File: config.mk
export PLATFORM = sky130hd
export DESIGN_NAME = arp_ctrl_flat
export DESIGN_NICKNAME = d
export VERILOG_FILES = /design/src/rtl/arp_pkg.sv /design/src/rtl/arp_if.sv /design/src/rtl/arp_cache_entry.sv /design/src/rtl/arp_ctrl.sv /design/src/flat_wrapper.sv
export SDC_FILE = /design/constraint.sdc
export NUM_CORES = 1
export LEC_CHECK = 0
export CAP_MARGIN = 20
export CELL_PAD_IN_SITES_DETAIL_PLACEMENT = 1
export CELL_PAD_IN_SITES_GLOBAL_PLACEMENT = 2
export CORE_ASPECT_RATIO = 1.1
export CORE_MARGIN = 2
export CORE_UTILIZATION = 34
export DETAILED_ROUTE_END_ITERATION = 8
export GPL_TIMING_DRIVEN = 0
export PLACE_DENSITY = 0.83
export RECOVER_POWER = 50
export SLEW_MARGIN = 0
export SYNTH_ARGS = -nofsm -noshare
export SYNTH_HDL_FRONTEND = slang
export SYNTH_HIERARCHICAL = 1
export SYNTH_SLANG_ARGS = --single-unit
File: constraint.sdc
create_clock -name clk -period 3.3 [get_ports clk]
set_clock_uncertainty 0.15 [all_clocks]
set_input_delay 0.99 -clock clk [delete_from_list [all_inputs] [get_ports clk]]
set_output_delay 0.99 -clock clk [all_outputs]
set_load 0.005 [all_outputs]
File: src/rtl/arp_pkg.sv
// ---------------------------------------------------------------------------
// arp_pkg: shared definitions for the ARP control slice.
//   - ARP frame type codes seen on arp_rx_type / arp_tx_type
//   - broadcast MAC used as the destination of ARP requests
//   - MAC/IP typedefs and the controller state encoding
//   - cache_hit(): single-entry cache lookup compare
// ---------------------------------------------------------------------------
package arp_pkg;

   localparam logic        ARP_TYPE_REQ = 1'b0;
   localparam logic        ARP_TYPE_REP = 1'b1;
   localparam logic [47:0] BCAST_MAC    = 48'hFFFF_FFFF_FFFF;

   typedef logic [47:0] mac_t;
   typedef logic [31:0] ip_t;

   typedef enum logic [2:0] {
      ST_IDLE       = 3'd0,
      ST_SEND_REPLY = 3'd1,
      ST_SEND_REQ   = 3'd2,
      ST_WAIT_TX    = 3'd3,
      ST_WAIT_RESP  = 3'd4
   } arp_state_t;

   function automatic logic cache_hit(input logic valid, input ip_t entry_ip, input ip_t ip);
      return valid && (entry_ip == ip);
   endfunction

endpackage

File: src/rtl/arp_if.sv
// ---------------------------------------------------------------------------
// arp_if: signals between the ARP controller and the ARP MAC/PHY block.
//   receive side : arp_rx_done, arp_rx_type, src_mac, src_ip
//   transmit side: arp_tx_en, arp_tx_type, des_mac, des_ip, tx_done
// modport master = controller (arp_ctrl), modport slave = ARP MAC/PHY block.
// ---------------------------------------------------------------------------
interface arp_if;
   import arp_pkg::*;

   logic arp_rx_done;
   logic arp_rx_type;
   mac_t src_mac;
   ip_t  src_ip;
   logic arp_tx_en;
   logic arp_tx_type;
   mac_t des_mac;
   ip_t  des_ip;
   logic tx_done;

   modport master (
      input  arp_rx_done, arp_rx_type, src_mac, src_ip, tx_done,
      output arp_tx_en, arp_tx_type, des_mac, des_ip
   );

   modport slave (
      output arp_rx_done, arp_rx_type, src_mac, src_ip, tx_done,
      input  arp_tx_en, arp_tx_type, des_mac, des_ip
   );

endinterface

File: src/rtl/arp_cache_entry.sv
// ---------------------------------------------------------------------------
// arp_cache_entry: single-entry ARP cache.
//   Every load (any received ARP frame) overwrites the entry; newest wins.
//   hit is a combinational compare of cmp_ip against the valid entry.
// Build option: ARP_AGING_EN -- when defined, an age counter clears on each
//   load and cache_valid drops once it reaches AGE_CYC-1, so lookups on a
//   stale entry miss. When undefined the entry lives until overwritten/reset.
// Ports:
//   clk, rst_n            clock, async active-low reset
//   load                  capture load_mac/load_ip
//   load_mac, load_ip     sender addresses of the received frame
//   cmp_ip                address being looked up
//   cache_valid/mac/ip    current entry
//   hit                   cmp_ip matches the valid entry
// ---------------------------------------------------------------------------
module arp_cache_entry
   import arp_pkg::*;
#(
   parameter int unsigned CNT_W   = 32,
   parameter logic [31:0] AGE_CYC = 32'hFFFF_FFFF
) (
   input  logic clk,
   input  logic rst_n,
   input  logic load,
   input  mac_t load_mac,
   input  ip_t  load_ip,
   input  ip_t  cmp_ip,
   output logic cache_valid,
   output mac_t cache_mac,
   output ip_t  cache_ip,
   output logic hit
);

   always_ff @(posedge clk or negedge rst_n) begin
      if (!rst_n) begin
         cache_mac <= '0;
         cache_ip  <= '0;
      end else if (load) begin
         cache_mac <= load_mac;
         cache_ip  <= load_ip;
      end
   end

`ifdef ARP_AGING_EN
   localparam logic [CNT_W-1:0] AGE_LAST = CNT_W'(AGE_CYC - 32'd1);

   logic [CNT_W-1:0] age_q;

   // Age freezes once the entry has expired; only a new load restarts it.
   always_ff @(posedge clk or negedge rst_n) begin
      if (!rst_n) begin
         age_q <= '0;
      end else if (load) begin
         age_q <= '0;
      end else if (cache_valid && (age_q != AGE_LAST)) begin
         age_q <= age_q + CNT_W'(1);
      end
   end

   always_ff @(posedge clk or negedge rst_n) begin
      if (!rst_n) begin
         cache_valid <= 1'b0;
      end else if (load) begin
         cache_valid <= 1'b1;
      end else if (cache_valid && (age_q == AGE_LAST)) begin
         cache_valid <= 1'b0;
      end
   end
`else
   logic unused_age_cfg;
   assign unused_age_cfg = (^AGE_CYC) ^ (CNT_W == 0);

   always_ff @(posedge clk or negedge rst_n) begin
      if (!rst_n) begin
         cache_valid <= 1'b0;
      end else if (load) begin
         cache_valid <= 1'b1;
      end
   end
`endif

   assign hit = cache_hit(cache_valid, cache_ip, cmp_ip);

endmodule

File: src/rtl/arp_ctrl.sv
// ---------------------------------------------------------------------------
// arp_ctrl: ARP control stage in front of the ARP MAC/PHY block.
//   Answers incoming ARP requests, resolves IP addresses on demand with
//   timeout/retry, and keeps a single-entry ARP cache for the IP TX path.
// Build option: ARP_AGING_EN (cache aging, see arp_cache_entry).
// Ports:
//   clk, rst_n                  GMII clock, async active-low reset
//   arp (arp_if.master)         rx results in, tx request/handshake out
//   resolve_req, resolve_ip     pulse to resolve an IP address
//   resolve_busy                resolve in progress (new requests ignored)
//   resolve_done, resolve_fail  one-cycle completion pulses
//   cache_valid/mac/ip          cache entry for the IP transmit path
//
// state        | meaning
// -------------+------------------------------------------------------------
// IDLE         | no frame in flight; serve pending reply, else accept resolve
// SEND_REPLY   | arp_tx_en pulse for a reply to the latched peer
// SEND_REQ     | arp_tx_en pulse for a broadcast request for the target IP
// WAIT_TX      | frame on the wire, des_* held until tx_done
// WAIT_RESP    | waiting for the target's reply, timer running
// ---------------------------------------------------------------------------
module arp_ctrl
   import arp_pkg::*;
#(
   parameter int unsigned TIMEOUT_CYC = 125000000,
   parameter int unsigned MAX_RETRY   = 3,
   parameter int unsigned CNT_W       = 32,
   parameter logic [31:0] AGE_CYC     = 32'hFFFF_FFFF
) (
   input  logic  clk,
   input  logic  rst_n,
   arp_if.master arp,
   input  logic  resolve_req,
   input  ip_t   resolve_ip,
   output logic  resolve_busy,
   output logic  resolve_done,
   output logic  resolve_fail,
   output logic  cache_valid,
   output mac_t  cache_mac,
   output ip_t   cache_ip
);

   localparam int unsigned      RTY_W    = (MAX_RETRY > 0) ? $clog2(MAX_RETRY + 1) : 1;
   localparam logic [CNT_W-1:0] TMO_LAST = CNT_W'(TIMEOUT_CYC - 1);

   arp_state_t       state_q, state_d;
   logic             reply_pend_q;
   mac_t             rep_mac_q;
   ip_t              rep_ip_q;
   logic             ret_wait_q;
   ip_t              target_ip_q;
   logic [RTY_W-1:0] retry_q;
   logic [CNT_W-1:0] timer_q;
   logic             busy_q, done_q, fail_q;
   logic             type_q;
   mac_t             des_mac_q;
   ip_t              des_ip_q;

   logic             hit;
   logic             rx_req, rx_match, timed_out, can_retry;
   logic             idle_free, start_hit, start_miss, timer_run;
   logic             tx_en, tx_type;
   mac_t             tx_mac;
   ip_t              tx_ip;

   arp_cache_entry #(
      .CNT_W   (CNT_W),
      .AGE_CYC (AGE_CYC)
   ) u_cache (
      .clk         (clk),
      .rst_n       (rst_n),
      .load        (arp.arp_rx_done),
      .load_mac    (arp.src_mac),
      .load_ip     (arp.src_ip),
      .cmp_ip      (resolve_ip),
      .cache_valid (cache_valid),
      .cache_mac   (cache_mac),
      .cache_ip    (cache_ip),
      .hit         (hit)
   );

   assign rx_req     = arp.arp_rx_done && (arp.arp_rx_type == ARP_TYPE_REQ);
   assign rx_match   = arp.arp_rx_done && (arp.arp_rx_type == ARP_TYPE_REP) &&
                       (arp.src_ip == target_ip_q);
   assign timed_out  = (timer_q == TMO_LAST);
   assign can_retry  = (retry_q < RTY_W'(MAX_RETRY));
   assign idle_free  = (state_q == ST_IDLE) && !reply_pend_q && !busy_q;
   assign start_hit  = idle_free && resolve_req && hit;
   assign start_miss = idle_free && resolve_req && !hit;

   // The response timeout keeps counting while a peer reply is squeezed in
   // during WAIT_RESP, so the detour never stretches the resolve window.
   assign timer_run  = (state_q == ST_WAIT_RESP) ||
                       (ret_wait_q && ((state_q == ST_SEND_REPLY) ||
                                       ((state_q == ST_WAIT_TX) && (type_q == ARP_TYPE_REP))));

   always_ff @(posedge clk or negedge rst_n) begin
      if (!rst_n) begin
         state_q <= ST_IDLE;
      end else begin
         state_q <= state_d;
      end
   end

   always_comb begin
      state_d = state_q;
      case (state_q)
         ST_IDLE: begin
            if (reply_pend_q) begin
               state_d = ST_SEND_REPLY;
            end else if (start_miss) begin
               state_d = ST_SEND_REQ;
            end
         end
         ST_SEND_REPLY, ST_SEND_REQ: begin
            state_d = ST_WAIT_TX;
         end
         ST_WAIT_TX: begin
            if (arp.tx_done) begin
               state_d = ((type_q == ARP_TYPE_REP) && !ret_wait_q) ? ST_IDLE : ST_WAIT_RESP;
            end
         end
         ST_WAIT_RESP: begin
            // A matching reply beats a timeout landing in the same cycle.
            if (rx_match) begin
               state_d = ST_IDLE;
            end else if (reply_pend_q) begin
               state_d = ST_SEND_REPLY;
            end else if (timed_out) begin
               state_d = can_retry ? ST_SEND_REQ : ST_IDLE;
            end
         end
         default: begin
            state_d = ST_IDLE;
         end
      endcase
   end

   // des_*/type are driven straight from their sources in the SEND states so
   // they line up with arp_tx_en, then held from the registers in WAIT_TX.
   always_comb begin
      tx_en   = 1'b0;
      tx_type = type_q;
      tx_mac  = des_mac_q;
      tx_ip   = des_ip_q;
      case (state_q)
         ST_SEND_REPLY: begin
            tx_en   = 1'b1;
            tx_type = ARP_TYPE_REP;
            tx_mac  = rep_mac_q;
            tx_ip   = rep_ip_q;
         end
         ST_SEND_REQ: begin
            tx_en   = 1'b1;
            tx_type = ARP_TYPE_REQ;
            tx_mac  = BCAST_MAC;
            tx_ip   = target_ip_q;
         end
         default: begin
            tx_en = 1'b0;
         end
      endcase
   end

   assign arp.arp_tx_en   = tx_en;
   assign arp.arp_tx_type = tx_type;
   assign arp.des_mac     = tx_mac;
   assign arp.des_ip      = tx_ip;
   assign resolve_busy    = busy_q;
   assign resolve_done    = done_q;
   assign resolve_fail    = fail_q;

   always_ff @(posedge clk or negedge rst_n) begin
      if (!rst_n) begin
         type_q    <= ARP_TYPE_REQ;
         des_mac_q <= '0;
         des_ip_q  <= '0;
      end else begin
         type_q    <= tx_type;
         des_mac_q <= tx_mac;
         des_ip_q  <= tx_ip;
      end
   end

   // One-deep reply queue: a newer request replaces an unserved one. A request
   // arriving in the SEND_REPLY cycle keeps the flag set for the next reply.
   always_ff @(posedge clk or negedge rst_n) begin
      if (!rst_n) begin
         reply_pend_q <= 1'b0;
         rep_mac_q    <= '0;
         rep_ip_q     <= '0;
      end else if (rx_req) begin
         reply_pend_q <= 1'b1;
         rep_mac_q    <= arp.src_mac;
         rep_ip_q     <= arp.src_ip;
      end else if (state_q == ST_SEND_REPLY) begin
         reply_pend_q <= 1'b0;
      end
   end

   always_ff @(posedge clk or negedge rst_n) begin
      if (!rst_n) begin
         ret_wait_q <= 1'b0;
      end else if ((state_d == ST_SEND_REPLY) && (state_q != ST_SEND_REPLY)) begin
         ret_wait_q <= (state_q == ST_WAIT_RESP);
      end
   end

   always_ff @(posedge clk or negedge rst_n) begin
      if (!rst_n) begin
         target_ip_q <= '0;
         retry_q     <= '0;
         busy_q      <= 1'b0;
      end else if (start_miss) begin
         target_ip_q <= resolve_ip;
         retry_q     <= '0;
         busy_q      <= 1'b1;
      end else if (state_q == ST_WAIT_RESP) begin
         if (state_d == ST_SEND_REQ) begin
            retry_q <= retry_q + RTY_W'(1);
         end else if (state_d == ST_IDLE) begin
            busy_q <= 1'b0;
         end
      end
   end

   always_ff @(posedge clk or negedge rst_n) begin
      if (!rst_n) begin
         timer_q <= '0;
      end else if ((state_q == ST_WAIT_TX) && arp.tx_done && (type_q == ARP_TYPE_REQ)) begin
         timer_q <= '0;
      end else if (timer_run && !timed_out) begin
         timer_q <= timer_q + CNT_W'(1);
      end
   end

   always_ff @(posedge clk or negedge rst_n) begin
      if (!rst_n) begin
         done_q <= 1'b0;
         fail_q <= 1'b0;
      end else begin
         done_q <= start_hit || ((state_q == ST_WAIT_RESP) && rx_match);
         fail_q <= (state_q == ST_WAIT_RESP) && !rx_match && !reply_pend_q &&
                   timed_out && !can_retry;
      end
   end

endmodule

File: src/flat_wrapper.sv
// flat-port wrapper written by rule: the top's interface ports become plain ports
module arp_ctrl_flat import arp_pkg::*;
#(
   parameter int unsigned TIMEOUT_CYC = 125000000,
   parameter int unsigned MAX_RETRY   = 3,
   parameter int unsigned CNT_W       = 32,
   parameter logic [31:0] AGE_CYC     = 32'hFFFF_FFFF
)
  (clk, rst_n, resolve_req, resolve_ip, resolve_busy, resolve_done, resolve_fail, cache_valid, cache_mac, cache_ip, arp_arp_rx_done, arp_arp_rx_type, arp_src_mac, arp_src_ip, arp_tx_done, arp_arp_tx_en, arp_arp_tx_type, arp_des_mac, arp_des_ip);
  arp_if arp_i ();
  input  logic clk;
  input  logic rst_n;
  input  logic resolve_req;
  input  ip_t resolve_ip;
  output logic resolve_busy;
  output logic resolve_done;
  output logic resolve_fail;
  output logic cache_valid;
  output mac_t cache_mac;
  output ip_t cache_ip;
  input wire logic [$bits(arp_i.arp_rx_done)-1:0] arp_arp_rx_done;
  input wire logic [$bits(arp_i.arp_rx_type)-1:0] arp_arp_rx_type;
  input wire logic [$bits(arp_i.src_mac)-1:0] arp_src_mac;
  input wire logic [$bits(arp_i.src_ip)-1:0] arp_src_ip;
  input wire logic [$bits(arp_i.tx_done)-1:0] arp_tx_done;
  output wire logic [$bits(arp_i.arp_tx_en)-1:0] arp_arp_tx_en;
  output wire logic [$bits(arp_i.arp_tx_type)-1:0] arp_arp_tx_type;
  output wire logic [$bits(arp_i.des_mac)-1:0] arp_des_mac;
  output wire logic [$bits(arp_i.des_ip)-1:0] arp_des_ip;
  assign arp_i.arp_rx_done = arp_arp_rx_done;
  assign arp_i.arp_rx_type = arp_arp_rx_type;
  assign arp_i.src_mac = arp_src_mac;
  assign arp_i.src_ip = arp_src_ip;
  assign arp_i.tx_done = arp_tx_done;
  assign arp_arp_tx_en = arp_i.arp_tx_en;
  assign arp_arp_tx_type = arp_i.arp_tx_type;
  assign arp_des_mac = arp_i.des_mac;
  assign arp_des_ip = arp_i.des_ip;
  arp_ctrl #(.TIMEOUT_CYC(TIMEOUT_CYC), .MAX_RETRY(MAX_RETRY), .CNT_W(CNT_W), .AGE_CYC(AGE_CYC)) u_core (.clk(clk), .rst_n(rst_n), .arp(arp_i), .resolve_req(resolve_req), .resolve_ip(resolve_ip), .resolve_busy(resolve_busy), .resolve_done(resolve_done), .resolve_fail(resolve_fail), .cache_valid(cache_valid), .cache_mac(cache_mac), .cache_ip(cache_ip));
endmodule
==> parameters.txt, run 1 <==
Parameter                              Value

Drt
  Post-route ant nets ... 0
  Mean routed wirelength per cell ... 23.2 microns
  Ratio of routed vias to standard cells ... 5.04
  WL final ... 47,000 microns
  Number of remaining DRC errors ... 0
  Number of optimization iterations in the first detailed-route pass ... 4
  Number of DRC violations after detailed-routing iteration 0 ... 443
  Routed via count ... 10,200

Floorplanning
  Initial cell density of the core ... 34.6%
  Number of I/O pins ... 284
  Core region area ... 38,400 sq um
  Die area ... 40,700 sq um
  Die Span Y ... 211 microns
  Die extent in x ... 193 microns
  Number of standard-cell rows in the floorplan ... 75

Layout
  Final standard cell area without fillers ... 19,900 sq um
  Area growth, synth to finish ... 49.8%
  Filler Cells Inserted ... 3,926
  Most frequent cells in the layout ... dfrtp_1 (314), clkdlybuf4s50_1 (201), mux2_2 (192), buf_4 (124), buf_2 (68)
  Most common library cell in the layout ignoring fill and taps ... dfrtp_1
  # nets final ... 1,614
  Multi-input logic area ... 5560 sq um
  Share of post-route cells with drive strength above 1 ... 41.3%
  FF+latch area ... 7910 sq um

Timing
  Final Max Tran Viols ... 118
  Setup tns final ... -5.30 ns
  Measured slew at the worst slew-check pin ... 1.67 ns
  Unrepaired setup endpoints after global routing ... yes
  Hold violation count in the final report ... 0
  Fin crit share ... 106%
  Worst hold-check slack ... 0.315 ns
  Min Tclk post-route ... 3.50 ns
  Worst slew margin relative to its limit ... -11.4%
  Endpoints failing setup ... 67
  Final setup margin ... -0.198 ns
  Peak Freq ... 0.286 GHz

Run status
  Violated checks ... capacitance limit, slew limit, setup timing
  Outcome ... complete, but fails checks

Clocking
  Clock tree from TritonCTS ... built
  Inserted Clock Buffers ... 37
  Maximum count of clock buffers along a single path ... 3
  Number of hold-repair buffers added at the cts stage ... 0
  Clock insertion delay at the later pin of the skew report ... 0.54 ns
  Number of levels in the clock H-tree ... 2
  Clock-pin slew reported for the worst setup and hold paths after clock tree synthesis ... 0.06 ns
  Library cell used as clock root buffer ... clkbuf_16
  Number of clock sinks ... 316

Logic synthesis
  Number of warnings reported in the yosys synthesis log ... 6
  Synthesis-stage register bit count ... 316
  Net count after synthesis ... 1,131
  Number of synthesized flops with an enable pin ... 0
  Mean instance size in the synthesized netlist ... 13.1 sq um
  Synth unique cells ... 48
  Share of the yosys chip area belonging to registers ... 59.5%
  Dominant register cell in the synthesized netlist ... dfrtp_1
  Netlist Area Pre-Place ... 13,300 sq um
  Asr flop ratio synth ... 100%
  Synth Instances ... 1,011

Placement
  Weighted congestion at the end of routability-driven global placement ... 0.819
  Dpl cell area ... 16,800 sq um
  HPWL reported at the end of detailed placement ... 30,900 microns
  Buffers added on ports ... 283

Worst setup path
  Startpoint kind of the worst setup timing path ... flip-flop
  Req. time, crit path ... 2.16 ns
  CP endpoint kind ... output pin
  Critical path start-end classification ... flip-flop to output pin
  Crit-path max FO ... 6
  WP data arrival ... 2.36 ns

GRT
  Global-route wire length before repair ... 69,600 microns
  Aggregate global-route resource usage ... 22.7%
  Remaining Overflow, GRT ... 0
  Via count of the first global-routing pass ... 11,400
  Number of antenna violations at the first check in global routing ... 4
  Pin count of the biggest net entering global routing ... 119

Flow run
  Number of max-cap violations ... 1

Power
  Largest vdd supply drop ... 0.557 mV
  Total Power ... 0.0172 W
  Total power divided by cell area ... 866 nW/um^2
  Leakage dissipation ... 8.72 nW

Hold path
  Class of the tightest hold or removal check ... primary input to asynchronous set/reset pin
==> Yosys cell counts, types with 2 or more instances <==
cell type  count  share of area [%]
xor2_1        62                4.1
nor3_2         7               0.53
nor3_1         7               0.26
inv_1          7               0.20
and3_1         8               0.38
xnor2_1       31                2.0
nor4b_1        5               0.33
clkbuf_1      32               0.90
a22oi_1       32                1.8
mux2i_1        2               0.15
mux2_2       192                 16
nor2b_1        3               0.14
o21ai_0        6               0.23
nand3_1       25               0.94
buf_2         15               0.56
dfrtp_1      316                 59
nand2_1       94                2.7
ha_1           2               0.19
or4_1          3               0.17
a21oi_2        3               0.20
a211o_1        2               0.13
nor3b_1        2               0.11
nand4_1       15               0.71
a31oi_1        3               0.14
nand4b_1       2               0.13
and4_1         2               0.13
nor4_1        17               0.80
or2_2          2              0.094
o22a_1        49                3.2
nor2_1        44                1.2
nand2b_1       2              0.094
nor4_4         3               0.48
==> what timing repair did <==
| action | in CTS | in global routing |
|---|---|---|
| endpoints found under the hold margin | 0 | 0 |
| buffers inserted | 121 | 42 |
| endpoints found under the setup margin | 117 | 115 |
| pin swaps | 74 | 51 |
| gates cloned | 7 | 0 |
| gates resized for setup | 465 | 97 |
==> sequential cells by signal, summed over array words and instances (netlist names), 2 cells and up <==
register                  count
u_core/timer_q               32
u_core/des_ip_q              32
u_core/u_cache/cache_ip      32
u_core/target_ip_q           32
u_core/retry_q                2
u_core/state_q                3
u_core/u_cache/cache_mac     48
u_core/rep_ip_q              32
u_core/des_mac_q             48
u_core/rep_mac_q             48
==> worst paths after layout <==
| kind | start | endpoint | slack, ns | cells past startpoint |
|---|---|---|---|---|
| min reg2reg | u_core/des_ip_q[8] | u_core/des_ip_q[8] | 0.32 | 2 |
| max | u_core/state_q[0] | arp_des_mac[33] | -0.20 | 11 |
| min in group clk | u_core/des_ip_q[8] | u_core/des_ip_q[8] | 0.32 | 2 |
| max reg2reg | u_core/state_q[0] | u_core/des_ip_q[4] | -0.14 | 22 |
| max in group asynchronous | rst_n | u_core/resolve_fail | 0.25 | 3 |
| min | rst_n | u_core/u_cache/cache_mac[25] | 0.31 | 1 |
==> stage by stage <==
stage	cells	setup slack, ns	utilization (%)
after floorplan	1011	0.325	-
after global placement	1794	-12.97	43.6
after detailed placement	1796	-1.29	43.8
after CTS	1989	-0.208	50.4
after global routing	2024	-0.256	51.9
final	2025	-0.198	51.9
==> logic make-up after synthesis <==
logic type | Yosys count | share of synthesized area (%)
muxes | 194 | 16.4
DFF | 316 | 59.5
buffers and inverters | 57 | 1.92
adders and majority gates | 2 | 0.188
and+or+nand+nor | 245 | 9.50
AOI/OAI and AO/OA | 104 | 6.37
xor gates and xnor gates | 93 | 6.13
==> worst max-delay path, cell delays in order (launching register included) <==
cell	delay [ns]
dfrtp_2	0.42
nor2b_4	0.14
nor2b_4	0.12
buf_6	0.12
nor2_4	0.12
buf_12	0.14
inv_12	0.04
buf_8	0.12
buf_12	0.12
buf_8	0.12
o22a_1	0.20
buf_2	0.14
==> where the power goes <==
group          internal [W]  switching, W  total [W]
Sequential          0.00473      0.000602    0.00533
Combinational       0.00436       0.00339    0.00776
Clock               0.00250       0.00167    0.00416
Total                0.0116       0.00566     0.0172
==> layout make-up <==
| class | instances | area share, % |
|---|---|---|
| sequential | 316 | 39.7 |
| inverter | 7 | 0.195 |
| multi-input combinational | 638 | 27.9 |
| clock inverter | 11 | 0.622 |
| buffer | 47 | 2.26 |
| antenna | 4 | 0.0503 |
| clock buffer | 55 | 5.59 |
| timing repair buffer | 447 | 20.5 |
| tap | 500 | 3.14 |
==> layer usage <==
layer / track usage [%] / vias to the layer above / share of wire (%)
met4: 6.63 / 2 / 2.3
met5: 0 / - / 0.026
met3: 5.72 / 69 / 6.2
met2: 38.0 / 265 / 50
li1: - / 4585 / -
met1: 28.9 / 5281 / 41
Note: power is estimated with default switching activity, not from simulation.
==> run 2: changes to the inputs <==
CORE_MARGIN = default   (was 2)
==> run 2 against run 1 <==
  * The run still ends with capacitance limit, slew limit, setup timing left
  * Combinational power down 18%
  * Non-clock buffer count down 84
  * Power down 7.9%
  * Final cell count down 4.2%
  * Sequential power about the same
  * Register-to-register slack better by 0.09 ns
  * Sequential share of layout area up 1.7 points
  * Wire length down 6.6%
==> parameters.txt, run 2 (synthesis gave the netlist of run 1 again) <==
Parameter                              Value

Layout
  Most common library cell in the layout ignoring fill and taps ... dfrtp_1
  Post-route insts no fill ... 1,940
  Share of post-route cells with drive strength above 1 ... 36.4%
  Final standard cell area without fillers ... 19,100 sq um
  # nets final ... 1,530
  Regs by FF count ... u_core/des_mac_q (48), u_core/rep_mac_q (48), u_core/u_cache/cache_mac (48)
  Filler Cells Inserted ... 3,925
  Area growth, synth to finish ... 43.5%
  Most frequent cells in the layout ... dfrtp_1 (315), clkdlybuf4s50_1 (200), mux2_2 (192), xor2_1 (61), buf_4 (60)

GRT
  Number of antenna violations at the first check in global routing ... 7
  Remaining Overflow, GRT ... 0
  Aggregate global-route resource usage ... 22.1%
  Via count of the first global-routing pass ... 10,900
  Pin count of the biggest net entering global routing ... 120
  Global-route wire length before repair ... 67,000 microns

Clocking
  Library cell used as clock root buffer ... clkbuf_16
  Number of levels in the clock H-tree ... 2
  Clock-pin slew reported for the worst setup and hold paths after clock tree synthesis ... 0.06 ns
  Clock tree from TritonCTS ... built
  Maximum count of clock buffers along a single path ... 3
  Inserted Clock Buffers ... 37
  Number of clock sinks ... 316
  Clock insertion delay at the later pin of the skew report ... 0.53 ns

Run status
  Outcome ... complete, but fails checks
  Violated checks ... capacitance limit, slew limit, setup timing

Worst setup path
  RR Startpoint ... u_core/state_q[0]
  Startpoint kind of the worst setup timing path ... flip-flop
  Critical R2R Capture ... u_core/des_ip_q[30]
  Critical path start-end classification ... flip-flop to output pin
  Start point of the critical path ... u_core/state_q[0]
  Worst reg-to-reg setup slack ... -0.05 ns
  Number of cells on the worst reg-to-reg path ... 22
  WP data arrival ... 2.34 ns
  Req. time, crit path ... 2.16 ns
  Crit-path max FO ... 5
  Last element of the critical path ... arp_des_mac[31]
  CP endpoint kind ... output pin

Floorplanning
  Die extent in x ... 191 microns
  Number of standard-cell rows in the floorplan ... 75
  Die Span Y ... 209 microns
  Die area ... 39,900 sq um
  Core region area ... 38,400 sq um
  Initial cell density of the core ... 34.6%
  Number of I/O pins ... 284

Drt
  Number of optimization iterations in the first detailed-route pass ... 4
  Ratio of routed vias to standard cells ... 5.08
  WL final ... 43,900 microns
  Number of remaining DRC errors ... 0
  Number of DRC violations after detailed-routing iteration 0 ... 366
  Mean routed wirelength per cell ... 22.6 microns
  Post-route ant nets ... 0
  Routed via count ... 9,847

Timing
  Hold violation count in the final report ... 0
  Worst hold-check slack ... 0.328 ns
  Measured slew at the worst slew-check pin ... 2.37 ns
  Final setup margin ... -0.179 ns
  Endpoints failing setup ... 53
  Unrepaired setup endpoints after global routing ... yes
  Fin crit share ... 105%
  Peak Freq ... 0.287 GHz
  Min Tclk post-route ... 3.48 ns
  Final Max Tran Viols ... 93
  Worst slew margin relative to its limit ... -58.2%

Flow run
  Number of max-cap violations ... 1

Placement
  Cell count after placement ... 1,796
  Dpl cell area ... 16,800 sq um
  Worst setup slack before clock tree synthesis ... -1.33 ns
  HPWL reported at the end of detailed placement ... 30,600 microns
  Weighted congestion at the end of routability-driven global placement ... 0.798
  Buffers added on ports ... 283

Power
  Leakage dissipation ... 8.26 nW
  Total Power ... 0.0159 W
  Largest vdd supply drop ... 0.649 mV
  Total power divided by cell area ... 833 nW/um^2

Hold path
  Class of the tightest hold or removal check ... flip-flop to flip-flop
[run 2: per-stage QoR]
stage / util (%) / TNS, ns
after floorplan: - / 0
after global routing: 49.7 / -9.36
after global placement: 43.6 / -4182.62
after detailed placement: 43.8 / -131.15
after CTS: 49.0 / -5.56
final: 49.7 / -3.66
[run 2: final cells by class]
class / count / area (sq um) / area share, %
Sequential cell: 316 / 7910 / 41.4
Clock inverter: 11 / 146 / 0.767
Multi-Input combinational cell: 638 / 5420 / 28.4
Antenna cell: 4 / 10.0 / 0.0525
Clock buffer: 54 / 1110 / 5.83
Tap cell: 500 / 626 / 3.28
Timing Repair Buffer: 361 / 3370 / 17.7
Buffer: 49 / 452 / 2.37
Inverter: 7 / 33.8 / 0.177
[run 2: worst min-delay path by stage]
stage,from,end,cells after the start,slack (ns)
after floorplan,u_core/des_ip_q[0],u_core/des_ip_q[0],2,0.31
after global placement,u_core/des_ip_q[13],u_core/des_ip_q[13],2,0.31
after detailed placement,u_core/des_ip_q[7],u_core/des_ip_q[7],2,0.31
after CTS,u_core/des_ip_q[12],u_core/des_ip_q[12],2,0.32
after global routing,u_core/des_ip_q[28],u_core/des_ip_q[28],2,0.35
final,u_core/des_ip_q[31],u_core/des_ip_q[31],2,0.33
[run 2: metal layers]
layer  up-vias  GRT usage, %  routed length (microns)
met5         -             0                       36
met4         6          6.46                      996
met3        59          5.79                     2760
met2       238          36.4                    21600
met1      5131          28.5                    18400
li1       4413             -                        -
[run 2: critical path, cell delays in order, from the launching register on]
cell     delay, ns
dfrtp_1       0.41
nor2b_4       0.14
nor2b_4       0.12
buf_6         0.12
nor2_4        0.10
buf_6         0.14
inv_8         0.04
buf_8         0.12
buf_6         0.12
buf_16        0.13
o22a_1        0.20
buf_2         0.15
[run 2: where the power goes]
part	switching (W)	internal [W]	leakage, nW
clock	0.00164	0.00258	0.614
combinational	0.00295	0.00342	3.84
sequential	0.000580	0.00472	3.81
[run 2: timing repair]
action | CTS | global route
buffers inserted | 55 | 19
gates resized for setup | 419 | 77
pin swaps | 43 | 19
endpoints found under the setup margin | 117 | 111
hold buffers | 0 | 0
gates cloned | 5 | 2
==> run 3: changes to the inputs <==
SLEW_MARGIN = 20   (was 0)
==> run 3 against run 2 <==
  * Power rose by 2.6%
  * Critical path type unchanged
  * Count of clock-buffer cells in the layout is the same
  * Sequential cell count did not move
  * The flow still finishes with violations (capacitance limit, slew limit, setup timing)
  * Sequential power about the same
  * Global-route usage increased by 0.61 points
  * Critical path depth shrank 1
==> parameters.txt, run 3 (synthesis gave the netlist of run 1 again) <==
Parameter                              Value

Layout
  # nets final ... 1,562
  Final standard cell area without fillers ... 19,400 sq um
  Area growth, synth to finish ... 45.7%
  Share of post-route cells with drive strength above 1 ... 37.6%
  Regs by FF count ... u_core/des_mac_q (48), u_core/rep_mac_q (48), u_core/u_cache/cache_mac (48)
  Post-route insts no fill ... 1,971
  Most frequent cells in the layout ... dfrtp_1 (315), clkdlybuf4s50_1 (200), mux2_2 (192), buf_4 (79), buf_2 (72)
  Most common library cell in the layout ignoring fill and taps ... dfrtp_1

Floorplanning
  Number of I/O pins ... 284
  Initial cell density of the core ... 34.6%
  Core region area ... 38,400 sq um
  Die Span Y ... 209 microns
  Die extent in x ... 191 microns
  Number of standard-cell rows in the floorplan ... 75
  Die area ... 39,900 sq um

Power
  Leakage dissipation ... 8.42 nW
  Power share of the clock group ... 24.9%
  Cell-internal power ... 0.0110 W
  Total power divided by cell area ... 842 nW/um^2
  Switching power total ... 0.00531 W
  Total Power ... 0.0163 W
  Sequential group share of total power ... 32.6%
  Largest vdd supply drop ... 0.489 mV
  Net Sw Frac ... 32.6%
  Combinational fraction of design power ... 42.4%

GRT
  Pin count of the biggest net entering global routing ... 98
  Remaining Overflow, GRT ... 0
  Busiest metal layer after global routing ... met2
  Number of antenna violations at the first check in global routing ... 6
  Global-route wire length before repair ... 68,700 microns
  Via count of the first global-routing pass ... 11,200
  GRT met1 Usage ... 28.6%
  Aggregate global-route resource usage ... 22.7%
  Met2 track demand over resource in global routing ... 37.7%
  Global routing met3 resource utilization ... 5.85%

Worst setup path
  Crit-path max cell delay ... 0.47 ns
  Req. time, crit path ... 2.16 ns
  Critical path cell sequence ... nor3b_4 -> buf_6 -> nor2_4 -> buf_12 -> clkinv_8 -> buf_8 -> buf_12 -> buf_12 -> o22a_1 -> buf_2
  Slowest library cell on the worst path ... dfrtp_2
  Startpoint kind of the worst setup timing path ... flip-flop
  Critical path start-end classification ... flip-flop to output pin
  Kind of cell adding the most delay to the critical path ... buffers and inverters
  Number of buffers and inverters on the critical path ... 7
  Most common cell on crit path ... buf_12
  Crit-path max FO ... 8
  WP data arrival ... 2.31 ns
  CP endpoint kind ... output pin

Placement
  Buffers added on ports ... 283
  HPWL reported at the end of detailed placement ... 30,900 microns
  Dpl cell area ... 16,800 sq um
  Weighted congestion at the end of routability-driven global placement ... 0.798
  Cell count after placement ... 1,797

Clocking
  Maximum count of clock buffers along a single path ... 3
  Number of levels in the clock H-tree ... 2
  Inserted Clock Buffers ... 37
  Library cell used as clock root buffer ... clkbuf_16
  Clock-pin slew reported for the worst setup and hold paths after clock tree synthesis ... 0.06 ns
  Clock tree from TritonCTS ... built
  Clock insertion delay at the later pin of the skew report ... 0.53 ns
  Number of clock sinks ... 316

Timing
  Worst slew margin relative to its limit ... -32.6%
  Endpoints failing setup ... 59
  Worst hold-check slack ... 0.313 ns
  Final Max Tran Viols ... 75
  Min Tclk post-route ... 3.45 ns
  Hold violation count in the final report ... 0
  Measured slew at the worst slew-check pin ... 1.99 ns
  Peak Freq ... 0.290 GHz
  Unrepaired setup endpoints after global routing ... yes
  Final setup margin ... -0.145 ns
  Fin crit share ... 104%

Drt
  Mean routed wirelength per cell ... 22.7 microns
  Routed via count ... 10,000
  Number of remaining DRC errors ... 0
  Post-route ant nets ... 0
  Number of optimization iterations in the first detailed-route pass ... 4
  Number of DRC violations after detailed-routing iteration 0 ... 411
  Ratio of routed vias to standard cells ... 5.08
  WL final ... 44,800 microns

Run status
  Outcome ... complete, but fails checks
  Violated checks ... capacitance limit, slew limit, setup timing

Flow run
  Number of max-cap violations ... 1

Hold path
  Class of the tightest hold or removal check ... flip-flop to flip-flop
[run 3: changes by cell type in the layout (fill, tap and decap cells not counted), sizes merged]
cell / change
clkdlybuf4s15: -7
clkinv: +3
bufinv: -1
inv: -2
clkbuf: -15
clkinvlp: -1
buf: +54
[run 3: power by group through the flow]
stage                     logic, W  clock network, W  registers, W
after floorplan            0.00209                 0       0.00516
final                      0.00692           0.00407       0.00532
after global routing       0.00739           0.00431       0.00542
after detailed placement   0.00482                 0       0.00531
after global placement     0.00473                 0       0.00528
after CTS                  0.00647           0.00417       0.00528
[run 3: worst register-to-register path: stages (launching register included)]
cell	delay (ns)
dfrtp_1	0.40
buf_6	0.13
nor3b_4	0.22
buf_6	0.15
nor2_4	0.04
buf_4	0.15
clkbuf_16	0.16
nand2_2	0.06
nand2_1	0.06
buf_4	0.14
buf_4	0.13
buf_4	0.13
buf_4	0.13
buf_4	0.12
buf_4	0.12
buf_4	0.12
buf_4	0.12
buf_4	0.12
buf_4	0.12
buf_4	0.12
buf_4	0.12
buf_4	0.13
buf_4	0.13
[run 3: cell type report]
class / count / area [sq um]
Fill cell: 3915 / 19000
Sequential cell: 316 / 7910
Multi-Input combinational cell: 638 / 5480
Timing Repair Buffer: 396 / 3660
Clock buffer: 54 / 1080
Tap cell: 500 / 626
Buffer: 46 / 454
Clock inverter: 10 / 121
Inverter: 7 / 38.8
Antenna cell: 4 / 10.0
[run 3: final timing paths]
| kind | from | endpoint | slack [ns] | depth (start not counted) |
|---|---|---|---|---|
| max | u_core/state_q[1] | arp_des_mac[19] | -0.15 | 10 |
| max reg2reg | u_core/state_q[0] | u_core/des_ip_q[8] | -0.07 | 22 |
| min in group asynchronous | rst_n | u_core/rep_mac_q[26] | 0.85 | 1 |
| min reg2reg | u_core/des_ip_q[12] | u_core/des_ip_q[12] | 0.31 | 2 |
| min | u_core/des_ip_q[12] | u_core/des_ip_q[12] | 0.31 | 2 |
| max in group asynchronous | rst_n | u_core/u_cache/cache_ip[3] | 0.60 | 3 |
[run 3: timing repair]
action | 4_1_cts | 5_1_grt
gates cloned | 3 | 0
pin swaps | 64 | 25
gates resized for setup | 482 | 63
setup endpoints to repair | 117 | 98
buffers inserted | 87 | 25
hold buffers | 0 | 0
[run 3: layer usage]
metal  share of wire (%)  routed length [microns]  vias to the layer above
met5               0.051                       23                        -
met4                 2.9                     1300                        4
met3                 6.8                     3030                       68
met2                  49                    22100                      273
met1                  41                    18300                     5196
li1                    -                        -                     4471
[run 3: metrics by stage]
stage	util [%]	setup WS (ns)	TNS, ns
final	50.5	-0.145	-2.28
after global routing	50.5	-0.206	-7.85
after CTS	49.6	-0.155	-4.70
after detailed placement	43.9	-1.31	-132.42
after global placement	43.6	-12.87	-4182.62
after floorplan	-	0.325	0
